--- src/rtl/dmem_access_ctrl_if.sv ---
// Signal bundle between the CPU-side requester, dmem_access_ctrl and the word-wide data memory.
// The slave modport is the controller; the master modport is the requester/memory side.
interface dmem_access_ctrl_if #(
   parameter int addresswidth = 32
) ();

   logic                    req_valid;
   logic                    req_ready;
   logic                    req_write;
   logic [1:0]              req_size;
   logic                    req_signed;
   logic [31:0]             req_addr;
   logic [31:0]             req_wdata;
   logic                    resp_valid;
   logic [31:0]             resp_rdata;
   logic                    resp_error;
   logic [addresswidth-1:0] mem_address;
   logic                    mem_write_en;
   logic                    mem_read_en;
   logic [31:0]             mem_data_in;
   logic [31:0]             mem_data_out;

   modport slave (
      input  req_valid, req_write, req_size, req_signed, req_addr, req_wdata, mem_data_out,
      output req_ready, resp_valid, resp_rdata, resp_error,
             mem_address, mem_write_en, mem_read_en, mem_data_in
   );

   modport master (
      output req_valid, req_write, req_size, req_signed, req_addr, req_wdata, mem_data_out,
      input  req_ready, resp_valid, resp_rdata, resp_error,
             mem_address, mem_write_en, mem_read_en, mem_data_in
   );

endinterface

--- src/rtl/dmem_access_ctrl.sv ---
// Data-memory access controller: one byte-addressed load/store at a time over a word-only,
// synchronous-read memory, with sub-word extraction, read-modify-write and misalignment errors.
module dmem_access_ctrl #(
   parameter int addresswidth = 32
) (
   input logic              clk,
   input logic              rst_n,
   dmem_access_ctrl_if.slave bus
);

   typedef enum logic [2:0] {
      IDLE,
      RD,
      RD_CAP,
      WR,
      RMW_RD,
      RMW_WR,
      RESP
   } state_t;

   state_t      state;
   logic        write_q;
   logic        signed_q;
   logic [1:0]  size_q;
   logic [31:0] addr_q;
   logic [31:0] wdata_q;
   logic        resp_valid_q;
   logic        resp_error_q;
   logic [31:0] resp_rdata_q;

   logic        req_illegal;
   logic [7:0]  byte_lane;
   logic [15:0] half_lane;
   logic [31:0] load_value;
   logic [31:0] merged_word;

   always_comb begin
      req_illegal = 1'b0;
      case (bus.req_size)
         2'b00:   req_illegal = 1'b0;
         2'b01:   req_illegal = bus.req_addr[0];
         2'b10:   req_illegal = |bus.req_addr[1:0];
         default: req_illegal = 1'b1;
      endcase
   end

   // Little-endian lane pick from the registered read data, then sign/zero extension.
   always_comb begin
      byte_lane  = bus.mem_data_out[{addr_q[1:0], 3'b000} +: 8];
      half_lane  = bus.mem_data_out[{addr_q[1], 4'b0000} +: 16];
      load_value = bus.mem_data_out;
      case (size_q)
         2'b00:   load_value = signed_q ? {{24{byte_lane[7]}}, byte_lane} : {24'h000000, byte_lane};
         2'b01:   load_value = signed_q ? {{16{half_lane[15]}}, half_lane} : {16'h0000, half_lane};
         default: load_value = bus.mem_data_out;
      endcase
   end

   always_comb begin
      merged_word = bus.mem_data_out;
      if (size_q == 2'b00) begin
         merged_word[{addr_q[1:0], 3'b000} +: 8] = wdata_q[7:0];
      end else begin
         merged_word[{addr_q[1], 4'b0000} +: 16] = wdata_q[15:0];
      end
   end

   always_comb begin
      bus.mem_data_in = 32'h0000_0000;
      if (state == WR) begin
         bus.mem_data_in = wdata_q;
      end else if (state == RMW_WR) begin
         bus.mem_data_in = merged_word;
      end
   end

   assign bus.req_ready    = (state == IDLE);
   assign bus.mem_read_en  = (state == RD) || (state == RMW_RD);
   assign bus.mem_write_en = (state == WR) || (state == RMW_WR);
   assign bus.mem_address  = addresswidth'({2'b00, addr_q[31:2]});
   assign bus.resp_valid   = resp_valid_q;
   assign bus.resp_rdata   = resp_rdata_q;
   assign bus.resp_error   = resp_error_q;

   // resp_valid is set on the edge that enters RESP, so it is high for exactly the RESP cycle.
   always_ff @(posedge clk or negedge rst_n) begin
      if (!rst_n) begin
         state        <= IDLE;
         write_q      <= 1'b0;
         signed_q     <= 1'b0;
         size_q       <= 2'b00;
         addr_q       <= 32'h0000_0000;
         wdata_q      <= 32'h0000_0000;
         resp_valid_q <= 1'b0;
         resp_error_q <= 1'b0;
         resp_rdata_q <= 32'h0000_0000;
      end else begin
         resp_valid_q <= 1'b0;
         case (state)
            IDLE: begin
               if (bus.req_valid) begin
                  write_q  <= bus.req_write;
                  signed_q <= bus.req_signed;
                  size_q   <= bus.req_size;
                  addr_q   <= bus.req_addr;
                  wdata_q  <= bus.req_wdata;
                  if (req_illegal) begin
                     resp_valid_q <= 1'b1;
                     resp_error_q <= 1'b1;
                     resp_rdata_q <= 32'h0000_0000;
                     state        <= RESP;
                  end else if (!bus.req_write) begin
                     state <= RD;
                  end else if (bus.req_size == 2'b10) begin
                     state <= WR;
                  end else begin
                     state <= RMW_RD;
                  end
               end
            end
            RD:     state <= RD_CAP;
            RD_CAP: begin
               resp_valid_q <= 1'b1;
               resp_error_q <= 1'b0;
               resp_rdata_q <= load_value;
               state        <= RESP;
            end
            WR, RMW_WR: begin
               resp_valid_q <= 1'b1;
               resp_error_q <= 1'b0;
               resp_rdata_q <= 32'h0000_0000;
               state        <= RESP;
            end
            RMW_RD:  state <= RMW_WR;
            RESP:    state <= IDLE;
            default: state <= IDLE;
         endcase
      end
   end

endmodule

--- src/flat_wrapper.sv ---
// flat-port wrapper written by rule: the top's interface ports become plain ports
module dmem_access_ctrl_flat 
#(
   parameter int addresswidth = 32
)
  (clk, rst_n, bus_req_valid, bus_req_write, bus_req_size, bus_req_signed, bus_req_addr, bus_req_wdata, bus_mem_data_out, bus_req_ready, bus_resp_valid, bus_resp_rdata, bus_resp_error, bus_mem_address, bus_mem_write_en, bus_mem_read_en, bus_mem_data_in);
  dmem_access_ctrl_if #(.addresswidth(addresswidth)) bus_i ();
  input logic clk;
  input logic rst_n;
  input wire logic [$bits(bus_i.req_valid)-1:0] bus_req_valid;
  input wire logic [$bits(bus_i.req_write)-1:0] bus_req_write;
  input wire logic [$bits(bus_i.req_size)-1:0] bus_req_size;
  input wire logic [$bits(bus_i.req_signed)-1:0] bus_req_signed;
  input wire logic [$bits(bus_i.req_addr)-1:0] bus_req_addr;
  input wire logic [$bits(bus_i.req_wdata)-1:0] bus_req_wdata;
  input wire logic [$bits(bus_i.mem_data_out)-1:0] bus_mem_data_out;
  output wire logic [$bits(bus_i.req_ready)-1:0] bus_req_ready;
  output wire logic [$bits(bus_i.resp_valid)-1:0] bus_resp_valid;
  output wire logic [$bits(bus_i.resp_rdata)-1:0] bus_resp_rdata;
  output wire logic [$bits(bus_i.resp_error)-1:0] bus_resp_error;
  output wire logic [$bits(bus_i.mem_address)-1:0] bus_mem_address;
  output wire logic [$bits(bus_i.mem_write_en)-1:0] bus_mem_write_en;
  output wire logic [$bits(bus_i.mem_read_en)-1:0] bus_mem_read_en;
  output wire logic [$bits(bus_i.mem_data_in)-1:0] bus_mem_data_in;
  assign bus_i.req_valid = bus_req_valid;
  assign bus_i.req_write = bus_req_write;
  assign bus_i.req_size = bus_req_size;
  assign bus_i.req_signed = bus_req_signed;
  assign bus_i.req_addr = bus_req_addr;
  assign bus_i.req_wdata = bus_req_wdata;
  assign bus_i.mem_data_out = bus_mem_data_out;
  assign bus_req_ready = bus_i.req_ready;
  assign bus_resp_valid = bus_i.resp_valid;
  assign bus_resp_rdata = bus_i.resp_rdata;
  assign bus_resp_error = bus_i.resp_error;
  assign bus_mem_address = bus_i.mem_address;
  assign bus_mem_write_en = bus_i.mem_write_en;
  assign bus_mem_read_en = bus_i.mem_read_en;
  assign bus_mem_data_in = bus_i.mem_data_in;
  dmem_access_ctrl #(.addresswidth(addresswidth)) u_core (.clk(clk), .rst_n(rst_n), .bus(bus_i));
endmodule
--- config.mk ---
export PLATFORM = sky130hd
export DESIGN_NAME = dmem_access_ctrl_flat
export DESIGN_NICKNAME = d
export VERILOG_FILES = /design/src/rtl/dmem_access_ctrl_if.sv /design/src/rtl/dmem_access_ctrl.sv /design/src/flat_wrapper.sv
export SDC_FILE = /design/constraint.sdc
export NUM_CORES = 1
export LEC_CHECK = 0
export ABC_AREA = 1
export BUFFER_PORTS_ARGS = -buffer_cell sky130_fd_sc_hd__buf_2
export CAP_MARGIN = 25
export CORE_ASPECT_RATIO = 0.5
export CORE_MARGIN = 2
export CORE_UTILIZATION = 45
export CTS_CLUSTER_SIZE = 24
export DETAILED_ROUTE_END_ITERATION = 7
export PLACE_DENSITY = 0.69
export SYNTH_ARGS = -nofsm -noshare
export SYNTH_HDL_FRONTEND = slang
export SYNTH_SLANG_ARGS = --single-unit
--- constraint.sdc ---
create_clock -name clk -period 2.36 [get_ports clk]
set_input_delay 0.236 -clock clk [delete_from_list [all_inputs] [get_ports clk]]
set_output_delay 0.236 -clock clk [all_outputs]
set_load 0.05 [all_outputs]
## Yosys cells after proc, flatten, opt, wreduce, memory -nomap -nowiden

Cells that the tools add are included.

- Register bits after elaboration: 104
- Word-level logic and storage cells: 62
- Input port bits: 103
- Output and inout port bits: 101

- Mux-type cells: 23
- Reduce and logical (&&, ||, !) cells: 13
- Shifts and indexed selects: 6
- Add/sub/neg operators: 2
- Equal/unequal tests: 10

Operators with widths:

| kind | number |
|---|---|
| $mux 32 | 7 |
| $pmux 32 s3 | 1 |
| $bwmux 32 | 2 |
| $pmux 32 s2 | 1 |
| $shift 16x7->32 const A | 1 |
| $shift 8x7->32 const A | 1 |
| $shiftx 16x7->32 | 1 |
| $shiftx 32x6->16 | 1 |
| $shiftx 32x6->8 | 1 |
| $shiftx 8x7->32 | 1 |
| $neg 5->7 | 2 |
| $mux 3 | 4 |
| $pmux 3 s4 | 1 |
| $eq 3x2->1 const B | 2 |
| $eq 3x3->1 const B | 2 |
| $reduce_and 3->1 | 2 |
| $eq 2x1->1 const B | 2 |
| $logic_not 2->1 | 2 |
| $mux 1 | 4 |
| $pmux 1 s2 | 2 |
| $reduce_or 2->1 | 2 |
| $eq 3x1->1 const B | 1 |
| $logic_not 3->1 | 1 |
| $pmux 1 s3 | 1 |
| other kinds (8) | 9 |

## Depth between registers and ports, before layout

- Depth in word-level cells: 6
- Gate-level depth with buffers: 10
- Mapped depth without buffers: 9

## Worst setup path before layout

OpenSTA, ideal clock, no wires.

- Path type: register to output
- Start point: register u_core.addr_q[1]
- End point: output bus_mem_data_in[13]
- Buffers on the path: 3
- Cell stages (with the launch flop): 11
- Data arrival time: 2645 ps
- Setup slack: -521 ps
- Required time: 2124 ps
- Path through: dfrtp_1 > inv_2 > buf_2 > buf_6 > ha_1 > inv_1 > buf_2 > nand3_1 > nor2_1 > o21ai_0 > o21ai_0

- Word-level cells in the longest chain between the ends: 6
- Elaborated cells between the ends (all ways): 11
- Classes of those cells: 2 x add/sub; 4 x shift; 5 x mux

RTL lines:

| element | line | text |
|---|---|---|
| from (decl) | dmem_access_ctrl.sv:25 | `logic [31:0] addr_q;` |
| from (signal assigned) | dmem_access_ctrl.sv:105 | `addr_q <= bus.req_addr;` |
| $neg 5->7, on equally long branches | dmem_access_ctrl.sv:64, dmem_access_ctrl.sv:62 |  |
| $shiftx 16x7->32, or another cell as far along | dmem_access_ctrl.sv:64 | `merged_word[{addr_q[1], 4'b0000} +: 16] = wdata_q[15:0];` |
| $bwmux 32, on equally long branches | dmem_access_ctrl.sv:64, dmem_access_ctrl.sv:62 |  |
| $mux 32 * | dmem_access_ctrl.sv:61 | `if (size_q == 2'b00) begin` |
| $mux 32 * | dmem_access_ctrl.sv:72 | `end else if (state == RMW_WR) begin` |
| $mux 32 * | dmem_access_ctrl.sv:70 | `if (state == WR) begin` |
| to (decl) | flat_wrapper.sv:24 | `output wire logic [$bits(bus_i.mem_data_in)-1:0] bus_mem_data_in;` |

Every way passes the cells marked *; elsewhere a longest branch is shown, timed or not.

## Worst setup path after layout

- Start point: register u_core.addr_q[0]
- End point: output bus_mem_data_in[18]

- Word-level cells in the longest chain between the ends: 6
- Elaborated cells between the ends (all ways): 7
- Classes of those cells: 1 x add/sub; 2 x shift; 4 x mux

RTL lines:

| element | line | text |
|---|---|---|
| $neg 5->7 * | dmem_access_ctrl.sv:62 | `merged_word[{addr_q[1:0], 3'b000} +: 8] = wdata_q[7:0];` |
| $shiftx 8x7->32 / $shift 8x7->32 (equally long branches) | dmem_access_ctrl.sv:62 |  |
| $bwmux 32 * | dmem_access_ctrl.sv:62 |  |
| $mux 32 * | dmem_access_ctrl.sv:61 |  |
| $mux 32 * | dmem_access_ctrl.sv:72 |  |
| $mux 32 * | dmem_access_ctrl.sv:70 |  |

Marked as above.

==> summary.txt <==
Outcome
  • Status: completed

Clock network
  • CTS max path bufs: 2
  • Worst-skew pair later-pin latency: 0.36 ns
  • CTS tree: done
  • Clk pin slew, worst setup/hold paths: 0.08 ns
  • Total clock sinks: 104
  • Htree depth: 3
  • Num CTS Buffers: 9
  • Root buffer cell: clkbuf_16

Synth
  • Register area share after synthesis: 39.6%
  • Largest cells by area after synthesis: dfrtp_1, nand2_1, nand3_1
  • Synthesized flop and latch total: 104
  • Synth area leader: dfrtp_1
  • Gate count of the mapped netlist: 948
  • Synth cell types: 26
  • Yosys warning total: 0
  • Yosys top cell area share: 39.6%
  • Synthesized area: 6570 um2
  • Syn avg cell area: 6.93 um2

Global routing
  • Met3 Track Usage GR: 7.44%
  • First-pass GRT wire length: 33800 um
  • Grt met1 use: 40.8%
  • Gr usage total: 28.0%
  • GRT met2 Usage: 41.6%
  • Vias in the first global route: 6117
  • Grt peak-use layer: met2
  • Initial antenna violation count: 0
  • Largest net degree at the start of global routing: 58
  • Total grt overflow: 0

Setup path
  • Worst Path Arrival: 2.09 ns
  • Worst Path Required: 2.12 ns
  • Worst-path fanout max: 8
  • Critical path type: register to output pin
  • Most frequent CP cell: buf_4
  • Crit path cell chain: inv_4 > buf_4 > ha_1 > nand3_2 > o21ai_0 > nand3_1 > nand2_1 > buf_4
  • Startpoint Class: register
  • CP max stage delay: 0.45 ns
  • Slowest CP cell: dfrtp_2
  • CP endpoint kind: output pin

STA
  • Slew @ Worst Pin: 0.645 ns
  • Period minus WS final: 2.32 ns
  • Max Fclk: 430 MHz
  • Period utilization: 98.5%
  • Hold Fails Final Rpt: 0
  • Slew HR: 57.0%
  • Pins over their slew limit: 0
  • Clock Skew: 0.0133 ns
  • RSZ-0062 raised after global routing: yes
  • Final setup fails: 0

Routing
  • Final wirelength: 22300 um
  • Initial DRC count: 670
  • Detailed Routing Iterations Pass 1: 6
  • WL/cell: 17.1 um
  • Via density: 5.32
  • Post-route ant nets: 0
  • Via count: 6954
  • # DRC: 0

Power
  • Pwr dens: 1560 nW/um2
  • Total power: 12.7 mW
  • Max rail drop VDD: 0.000947 V
  • LEAKAGE: 4.40 nW

Die
  • Core region area: 14400 um2
  • Initial Utilization: 45.7%
  • Die area: 15600 um2
  • Row cnt: 31
  • Die W: 175 um
  • Die H: 89.4 um
  • Num ports: 204

Placed design
  • Final RePlAce weighted congestion: 0.886
  • IO buf count: 201
  • DP HPWL: 16000 um

Cells and area
  • P&R area growth vs syn: 24.1%
  • Post-layout util: 56.8%
  • Layout cell share with drive strength beyond 1: 27.4%
  • Final #Nets: 1212
  • Diodes inserted: 0

Run
  • Max-Cap Viols: 0

Min path
  • HP Class: input pin to register
[registers in the layout (all words and copies together), names as in the netlist]
| signal | count |
|---|---|
| u_core.addr_q | 32 |
| u_core.bus.resp_error | 1 |
| u_core.wdata_q | 32 |
| u_core.state | 3 |
| u_core.size_q | 2 |
| u_core.bus.resp_rdata | 32 |
| u_core.signed_q | 1 |
| u_core.bus.resp_valid | 1 |
[cell usage in the layout, fill, tap and decap left out, types with 2 or more instances in the layout]
master and count:
nand2_1 297, buf_2 171, nand3_1 109, dfrtp_1 103, a21oi_1 88, o21ai_0 72, inv_1 52, buf_4 46
nor2_1 38, o211ai_1 26, o21ai_2 17, nand2_2 12, o21ai_1 12, clkbuf_16 10, buf_6 10, inv_2 5
clkinvlp_4 4, buf_12 4, nor2_4 3, inv_6 3, nand3_2 2, nor2_2 2, ha_4 2, ha_1 2
conb_1 2, inv_8 2, clkbuf_4 2
[cell type report]
cell class	count	area (um2)
fill	1442	6210
multi-input combinational	689	3300
sequential	104	2600
timing repair buffer	235	1440
tap	198	248
inverter	62	244
clock buffer	10	229
clock inverter	6	57.6
timing repair inverter	3	20.0
[where the power goes]
group	leakage (nW)	switching, mW	internal [mW]	total, mW
Clock	0.142	0.762	0.747	1.51
Combinational	2.95	5.73	2.33	8.05
Sequential	1.31	0.621	2.54	3.16
[cell usage after synthesis]
cell type,number
nand4_4,1
inv_1,55
nor3_1,1
nor2_4,3
nand3_1,110
ha_1,5
o21ai_0,97
or2_2,1
clkinv_1,1
conb_1,1
nand3_4,1
buf_1,3
buf_4,35
nor2_2,1
o21ai_1,4
clkbuf_1,22
dfrtp_1,104
o211ai_1,26
nand3_2,1
buf_2,29
inv_2,6
buf_6,5
nand2_2,3
a21oi_1,88
nor2_1,39
nand2_1,306
[metal layers]
layer  wire length [um]  part of all wire (%)
met3               2190                   9.8
met2               9600                    43
met4                218                  0.98
met1              10300                    46
met5                  0                     0
[final timing paths]
check / start / to / slack [ns] / cells after the start
setup / recovery: u_core.addr_q[0] / bus_mem_data_in[18] / 0.04 / 8
hold / removal: bus_req_addr[28] / u_core.addr_q[28] / 0.1 / 3
setup reg to reg: u_core.addr_q[1] / u_core.bus.resp_rdata[30] / 0.36 / 8
hold reg to reg: u_core.addr_q[12] / u_core.addr_q[12] / 0.47 / 2
max in group asynchronous: rst_n / u_core.bus.resp_rdata[14] / 1.22 / 3
min in group asynchronous: rst_n / u_core.addr_q[24] / 0.39 / 2
[logic make-up (layout without fill, tap and decap cells)]
| kind of cell | after synthesis | count (layout) | share of synthesized area [%] |
|---|---|---|---|
| buffers and inverters | 156 | 316 | 12.0 |
| other | 1 | 2 | 0.0571 |
| adder cells (fa/ha/maj) | 5 | 5 | 0.953 |
| AO/OA/AOI/OAI | 215 | 215 | 17.4 |
| AND/OR/NAND/NOR | 467 | 467 | 29.9 |
| flip-flops | 104 | 104 | 39.6 |
[per-stage QoR]
| step | instances | hold slack [ns] | instance area (um2) | worst slack (ns) | TNS (ns) |
|---|---|---|---|---|---|
| floorplan | 949 | -0.0596 | 6650 | 0.0956 | 0 |
| global placement | 1277 | 0.248 | 7540 | 0.0818 | 0 |
| detailed placement | 1277 | 0.261 | 7540 | 0.0408 | 0 |
| CTS | 1295 | 0.0932 | 7950 | -0.0210 | -0.0532 |
| global route | 1307 | 0.101 | 8150 | -0.0321 | -0.133 |
| finish | 1307 | 0.0984 | 8150 | 0.0365 | 0 |
[worst max-delay path: cells and delay by family, from the launching register on]
kind,cells,cell delay (ns)
fa+ha+maj,1,0.18
flops,1,0.45
simple gates,3,0.44
buf+inv,3,0.42
compound gates,1,0.23
[what timing repair did]
item                       CTS  global route
setup endpoints to repair   32            32
pin swaps                    1             2
resized for setup           37            38
hold endpoints to repair    34             0
setup buffers                1             8
hold buffers                 1             0
cloned                       0             4
No activity file was read; power rests on OpenSTA's default activity.
